===== src/rtl/mux4_rr_arbiter.sv =====
// mux4_rr_arbiter
//   Round-robin arbiter that shares one 4:1 single-bit mux among four bit-serial
//   sources. An owner keeps the grant until it drops its request. On release the
//   next pending requester is granted at the same edge, so there is no idle cycle.
//   The releasing owner is searched last.
//
//   Optional feature: define MUX_ARB_TIMEOUT_EN to force a release after MAX_HOLD
//   cycles of ownership, but only while another requester is waiting.
//
// Parameters
//   MAX_HOLD     cycles an owner may hold the grant while others wait (timeout only)
//   CNT_W        hold-counter width; 2**CNT_W must exceed MAX_HOLD
// Ports
//   i_clk        system clock, rising edge
//   i_rst_n      asynchronous active-low reset
//   i_req        request per source; held high for the whole ownership
//   i_data       source bits, i_data[0]=I0 .. i_data[3]=I3
//   i_out_ready  downstream accepts o_out_data this cycle
//   o_gnt        one-hot grant, registered; 0000 when idle
//   o_sel        mux select, registered; index of the grant bit (retained in idle)
//   o_out_data   i_data[o_sel]
//   o_out_valid  granted and the owner still requests
//   o_xfer       o_out_valid && i_out_ready
module mux4_rr_arbiter #(
  parameter int unsigned MAX_HOLD = 8,
  parameter int unsigned CNT_W    = 4
) (
  input  logic       i_clk,
  input  logic       i_rst_n,
  input  logic [3:0] i_req,
  input  logic [0:3] i_data,
  input  logic       i_out_ready,
  output logic [3:0] o_gnt,
  output logic [1:0] o_sel,
  output logic       o_out_data,
  output logic       o_out_valid,
  output logic       o_xfer
);

  typedef enum logic {StIdle, StGrant} state_e;

  // Elaboration guard: the hold counter must be able to reach MAX_HOLD-1.
  if ((2 ** CNT_W) <= MAX_HOLD) begin : g_bad_cnt_w
    $error("mux4_rr_arbiter: CNT_W too small for MAX_HOLD");
  end

  state_e     r_state, w_state_d;
  logic [3:0] r_gnt, w_gnt_d;
  logic [1:0] r_sel, w_sel_d;
  logic [1:0] r_ptr, w_ptr_d;
  logic [3:0] w_others;
  logic       w_release;
  logic       w_cnt_clr;

  // First set bit of mask, scanning start, start+1, ... modulo 4.
  function automatic logic [1:0] rr_pick(input logic [3:0] mask, input logic [1:0] start);
    logic [1:0] idx;
    rr_pick = start;
    // Scan backwards so the nearest candidate is the last one written.
    for (int k = 3; k >= 0; k--) begin
      idx = start + 2'(k);
      if (mask[idx]) rr_pick = idx;
    end
  endfunction

  // Requests other than the current owner's; used for both handoff and timeout.
  assign w_others = i_req & ~r_gnt;

`ifdef MUX_ARB_TIMEOUT_EN
  logic [CNT_W-1:0] r_hold_cnt, w_hold_cnt_d;
  logic             w_timeout;

  assign w_timeout = (r_hold_cnt == CNT_W'(MAX_HOLD - 1)) && (|w_others);
  assign w_release = !i_req[r_sel] || w_timeout;

  always_comb begin
    w_hold_cnt_d = r_hold_cnt;
    if (w_cnt_clr) begin
      w_hold_cnt_d = '0;
    end else if (r_state == StGrant && r_hold_cnt != '1) begin
      w_hold_cnt_d = r_hold_cnt + 1'b1;
    end
  end

  always_ff @(posedge i_clk or negedge i_rst_n) begin
    if (!i_rst_n) begin
      r_hold_cnt <= '0;
    end else begin
      r_hold_cnt <= w_hold_cnt_d;
    end
  end
`else
  assign w_release = !i_req[r_sel];
`endif

  always_comb begin
    w_state_d = r_state;
    w_gnt_d   = r_gnt;
    w_sel_d   = r_sel;
    w_ptr_d   = r_ptr;
    w_cnt_clr = 1'b0;
    unique case (r_state)
      StIdle: begin
        if (|i_req) begin
          w_state_d = StGrant;
          w_sel_d   = rr_pick(i_req, r_ptr);
          w_gnt_d   = 4'b0001 << w_sel_d;
          w_cnt_clr = 1'b1;
        end
      end
      StGrant: begin
        if (w_release) begin
          w_ptr_d = r_sel + 2'd1;
          // Owner is excluded from w_others, so it is only re-granted later via
          // IDLE when nobody else is pending.
          if (|w_others) begin
            w_sel_d   = rr_pick(w_others, r_sel + 2'd1);
            w_gnt_d   = 4'b0001 << w_sel_d;
            w_cnt_clr = 1'b1;
          end else begin
            w_state_d = StIdle;
            w_gnt_d   = 4'b0000;
          end
        end
      end
      default: begin
        w_state_d = StIdle;
        w_gnt_d   = 4'b0000;
      end
    endcase
  end

  always_ff @(posedge i_clk or negedge i_rst_n) begin
    if (!i_rst_n) begin
      r_state <= StIdle;
      r_gnt   <= 4'b0000;
      r_sel   <= 2'd0;
      r_ptr   <= 2'd0;
    end else begin
      r_state <= w_state_d;
      r_gnt   <= w_gnt_d;
      r_sel   <= w_sel_d;
      r_ptr   <= w_ptr_d;
    end
  end

  assign o_gnt       = r_gnt;
  assign o_sel       = r_sel;
  assign o_out_data  = i_data[r_sel];
  assign o_out_valid = (r_state == StGrant) && i_req[r_sel];
  assign o_xfer      = o_out_valid && i_out_ready;

endmodule


===== config.mk =====
export PLATFORM = sky130hd
export DESIGN_NAME = mux4_rr_arbiter
export DESIGN_NICKNAME = d
export VERILOG_FILES = /design/src/rtl/mux4_rr_arbiter.sv
export SDC_FILE = /design/constraint.sdc
export NUM_CORES = 1
export LEC_CHECK = 0
export ABC_AREA = 1
export CAP_MARGIN = 20
export CORE_AREA = 2 2 62 64
export DETAILED_ROUTE_END_ITERATION = 7
export DIE_AREA = 0 0 64 66
export DONT_BUFFER_PORTS = 1
export GPL_ROUTABILITY_DRIVEN = 0
export GPL_TIMING_DRIVEN = 0
export MAX_ROUTING_LAYER = met4
export SETUP_SLACK_MARGIN = 0.05
export SYNTH_ARGS = -nofsm -noshare
export SYNTH_HDL_FRONTEND = slang
export SYNTH_SLANG_ARGS = --single-unit
export TNS_END_PERCENT = 20

===== constraint.sdc =====
create_clock -name i_clk -period 2.4 [get_ports i_clk]
set_input_delay 0.48 -clock i_clk [delete_from_list [all_inputs] [get_ports i_clk]]
set_output_delay 0.48 -clock i_clk [all_outputs]
set_load 0.05 [all_outputs]

==> results.ini, run 1 <==
[cts]
clk_pin_slew_worst_paths_ps = 60
ctsLongestPathBuffers = 2
clock_latency_ps = 270
htree_levels = 1
cts_tree = built
cts-root-buf = clkbuf_4
numCtsBuffers = 3
cts_num_sinks = 9

[logic_synthesis]
synthCells = 179
synth_top_area_share_pct = 21.9
synthTopCellsByArea = dfrtp_1 22%, nand2_1 22%, nand3_1 9.7%
synth_xor_area_share_pct = 1.70
synth_flop_cell = dfrtp_1
yosysWarnings = 0
synth_area_per_cell_sq_um = 5.75
synthSimpleGateAreaFrac_pct = 46.4
synth_top_family_by_area = simple AND/OR/NAND/NOR gates
synthMuxAreaShare_pct = 0
yosysTopAreaCell = dfrtp_1
ys_async_sr_fraction_pct = 100
synth_seq_area_share_pct = 21.9
synth_edf_count = 0
synthTopCellsByCount = 59 x nand2_1, 20 x nand3_1, 16 x inv_1, 16 x nor2_1, 11 x inv_2
syn_nets = 190
synthAdderAreaFrac_pct = 0
synth_area_sq_um = 1030
synth_seq_cells = 9
synth.distinct_cells = 26
synth_compound_area_share_pct = 14.6
yosysMostFrequentCell = nand2_1

[detailed_routing]
first_pass_iters = 4
wl_microns = 2750
drcViolationCount = 0
wire_per_inst_microns = 11.5
postRouteAntennaNets = 0
via_per_inst = 4.66
via_count = 1113
drt-initial-drc-count = 59

[place]
portBuffers = 0
hpwl_microns = 2030
placed_area_sq_um = 1100
place_ws_ps = 17.5

[cells_and_area]
antenna-diode-count = 0
finalInstanceArea_sq_um = 1230
nets = 203
syn_to_final_growth_pct = 19.2
drive_gt1_share_pct = 22.5

[grt]
grt_max_degree = 11
gr-total-overflow = 0
grt_pass1_wl_microns = 4760
antenna_found_initial = 0
grt_usage_pct = 14.9
first_global_vias = 1033

[sta]
min_period_ps = 2570
worst_pin_slew_ps = 600
hold_viol_final = 0
fin_ws_ps = -169
fmax_mhz = 389
clock_skew_ps = 1.41
slew_violations = 0
post-route-period-util_pct = 107
grt_setup_unrepaired = true
setup_viol = 1
maxSlewHeadroom_pct = 60.1

[worst_setup_path]
critPathArrivalTime_ps = 2090
critPathLaunchType = flop
endpoint = o_xfer
worstSetupPathType = flop to output pin
crit_fanout = 7
r2r_end = o_gnt[1]
critPathLaunch = o_sel[0]
required_ps = 1920
cp-end-kind = output pin
r2r_cells = 14
regToRegStartpoint = o_sel[0]
rrSetupSlack_ps = 230

[die]
ios = 20
die_x_microns = 64
core-area_sq_um = 3550
rows = 22
start_util_pct = 29.0
fp.dieH_microns = 66
fp.dieArea_sq_um = 4220

[run_status]
status = finished, violations left
violations = negative setup slack

[job]
maxCapViolCount = 0

[min_path]
hp-class = input pin to flop

==> registers in the layout, indices dropped and copies added (netlist names) <==
signal / flops
r_ptr: 2
o_sel: 2
o_gnt: 4
r_state: 1
==> routing by layer <==
| metal | vias to the layer above | track usage, % | part of all wire [%] | routed length [microns] |
|---|---|---|---|---|
| met1 | 491 | 19.4 | 47 | 1290 |
| met5 | - | - | 0 | 0 |
| li1 | 590 | - | - | - |
| met3 | 2 | 4.26 | 6.5 | 179 |
| met4 | 0 | 2.45 | 0.47 | 13 |
| met2 | 30 | 23.4 | 46 | 1270 |
==> metrics by stage <==
| stage | hold slack (ps) | setup TNS [ps] | util (%) | cells |
|---|---|---|---|---|
| floorplan | 184 | 0 | - | 179 |
| global placement | 185 | 0 | 31.0 | 227 |
| detailed placement | 185 | 0 | 31.0 | 227 |
| CTS | 524 | -154 | 34.6 | 239 |
| global route | 549 | -276 | 34.6 | 239 |
| finish | 532 | -169 | 34.6 | 239 |
==> cell type report <==
class | instances | area [sq um]
Fill cell | 408 | 2320
Multi-Input combinational cell | 137 | 663
Sequential cell | 9 | 228
Inverter | 29 | 109
Timing Repair Buffer | 8 | 87.6
Tap cell | 48 | 60.1
Buffer | 4 | 53.8
Clock buffer | 4 | 26.3
==> cell usage in the layout, fill, tap and decap left out, drive strengths merged <==
cell / instances
nand3: 23
dfrtp: 9
a21boi: 1
nor3: 1
xnor2: 1
inv: 27
xor2: 1
nor4: 1
nand2: 64
clkbuf: 4
o21ai: 16
nor2: 18
dlygate4sd3: 1
bufbuf: 1
nand4: 1
a21oi: 9
buf: 10
o22ai: 1
clkinv: 2
==> how the worst min path moves through the flow <==
stage          startpoint        to  slack [ps]  cells after the start
4_1_cts          i_req[1]   r_state         520                      4
3_5_place_dp      i_rst_n  o_sel[0]         180                      0
6_report         i_req[1]   r_state         530                      4
2_1_floorplan     i_rst_n  o_gnt[0]         180                      0
5_1_grt          i_req[1]   r_state         550                      4
3_3_place_gp      i_rst_n  o_sel[0]         180                      0
==> critical path, stage by stage, from the launching register on <==
cell	delay [ps]
dfrtp_2	520
buf_6	190
buf_12	130
a21oi_2	110
o21ai_1	70
nand2_1	70
inv_2	50
nor2_4	300
inv_2	90
nor2_4	280
==> timing repair <==
action / in CTS / in global routing
endpoints found under the setup margin: 2 / 1
endpoints found under the hold margin: 9 / 0
setup buffers: 6 / 0
hold buffers: 1 / 0
gates cloned: 1 / 0
pin swaps: 3 / 0
gates resized for setup: 3 / 0
==> cells by family after synthesis <==
kind of cell    count (synthesis)
simple gates                  108
buf+inv                        33
compound gates                 27
flops                           9
xor+xnor                        2
Power of run 1 is left out: the tool's default activity adds up to more than one toggle a clock period on the data nets, which glitch-free logic cannot reach.
==> run 2: changes to the inputs <==
- CORE_AREA: 2 2 62 64 -> 2 2 54 56
- DIE_AREA: 0 0 64 66 -> 0 0 56 58
==> run 2 against run 1 <==
The flow still finishes with violations (negative setup slack). Count of clock-buffer cells in the layout is the same. First-iteration DRC count down 27%. Hold slack improved by 62 ps. Highest routed layer unchanged. Non-clock buffer count increased by 2. Final area is 1.0% higher. Fmax grew 0.78%. Utilization is 12 points higher. Global-route usage rose by 3.4 points. Sequential cell count did not move. Register-to-register slack lost 310 ps. Clock skew rose by 1.8 ps. Critical path depth stayed put.
==> results.ini, run 2 (synthesis results as in run 1) <==
[sta]
setup_viol = 3
hold_viol_final = 0
worst_pin_slew_ps = 604
grt_setup_unrepaired = true
min_period_ps = 2550
maxSlewHeadroom_pct = 59.7
fin_ws_ps = -149
slew_violations = 0
clock_skew_ps = 3.22
post-route-period-util_pct = 106
fmax_mhz = 392

[detailed_routing]
wire_per_inst_microns = 11.7
postRouteAntennaNets = 0
drcViolationCount = 0
first_pass_iters = 4
via_count = 1156
drt-initial-drc-count = 43
via_per_inst = 5.16
wl_microns = 2620

[worst_setup_path]
critPathArrivalTime_ps = 2070
crit_fanout = 6
critPathLaunchType = flop
slowest_delay_ps = 510
required_ps = 1920
cp_slowest_cell = dfrtp_2
worstSetupPathType = flop to output pin
path_cells = buf_6 > buf_12 > a21oi_2 > o21ai_1 > nand2_1 > inv_2 > nor2_4 > inv_2 > nor2_4
cp-end-kind = output pin

[place]
hpwl_microns = 2040
portBuffers = 0
place_ws_ps = 18.2

[grt]
gr-total-overflow = 0
first_global_vias = 1088
grt_max_degree = 11
grt_pass1_wl_microns = 4640
grt_usage_pct = 18.3
antenna_found_initial = 0

[die]
rows = 19
core-area_sq_um = 2660
fp.dieH_microns = 58
start_util_pct = 38.7
ios = 20
fp.dieArea_sq_um = 3250
die_x_microns = 56

[run_status]
violations = negative setup slack
status = finished, violations left

[cells_and_area]
drive_gt1_share_pct = 25.4
nets = 205
layout_common_cells = 59 x nand2_1, 20 x nand3_1, 16 x inv_1
syn_to_final_growth_pct = 20.4
largest_reg_flops = 4
antenna-diode-count = 0
final_common_cell = nand2_1

[cts]
htree_levels = 1
ctsLongestPathBuffers = 2
clock_latency_ps = 260
cts-root-buf = clkbuf_4
cts_num_sinks = 9
clk_pin_slew_worst_paths_ps = 60
numCtsBuffers = 3
cts_tree = built

[job]
maxCapViolCount = 0

[min_path]
hp-class = input pin to async pin

run 2: final cells by class:
cell class,count,area [sq um]
tap,31,38.8
inverter,29,114
buffer,4,53.8
multi-input combinational,137,677
sequential,9,228
fill,277,1420
clock buffer,4,26.3
timing repair buffer,10,103
run 2: path summary, 6_finish.rpt:
path | startpoint | end | slack [ps] | cells after the start
worst min register to register | r_ptr[1] | r_ptr[1] | 620 | 2
worst max register to register | o_sel[0] | o_gnt[3] | -80 | 17
worst min-delay path | i_rst_n | r_ptr[0] | 590 | 1
worst max-delay path | o_sel[0] | o_xfer | -150 | 9
max in group asynchronous | i_rst_n | o_sel[1] | 1480 | 1
min in group i_clk | i_req[1] | r_state | 600 | 4
run 2: what timing repair did:
| action | 4_1_cts | 5_1_grt |
|---|---|---|
| pin swaps | 3 | 1 |
| hold buffers | 1 | 0 |
| gates resized for setup | 3 | 7 |
| hold endpoints to repair | 9 | 0 |
| buffers inserted | 8 | 0 |
| setup endpoints to repair | 2 | 5 |
| cloned | 1 | 0 |
run 2: per-stage QoR:
step	utilization (%)	std cells	setup TNS [ps]	cell area [sq um]	hold WS, ps
2_1_floorplan	-	179	0	1040	184
3_3_place_gp	40.5	210	0	1080	185
3_5_place_dp	40.5	210	0	1080	185
4_1_cts	45.9	224	-310	1220	556
5_1_grt	46.6	224	-806	1240	628
6_report	46.6	224	-264	1240	594
run 2: per-layer routing:
layer	track usage, %	share of wire [%]
met5	-	0
met4	5.10	0.80
met3	3.13	5.4
met2	29.9	45
met1	23.5	48
run 2: critical path: cells and delay by family, from the launching register on:
family,cells,cell delay [ps]
DFF,1,510
buffers and inverters,4,440
AOI/OAI and AO/OA,2,170
and+or+nand+nor,3,670
Power of run 2 is left out for the same reason.
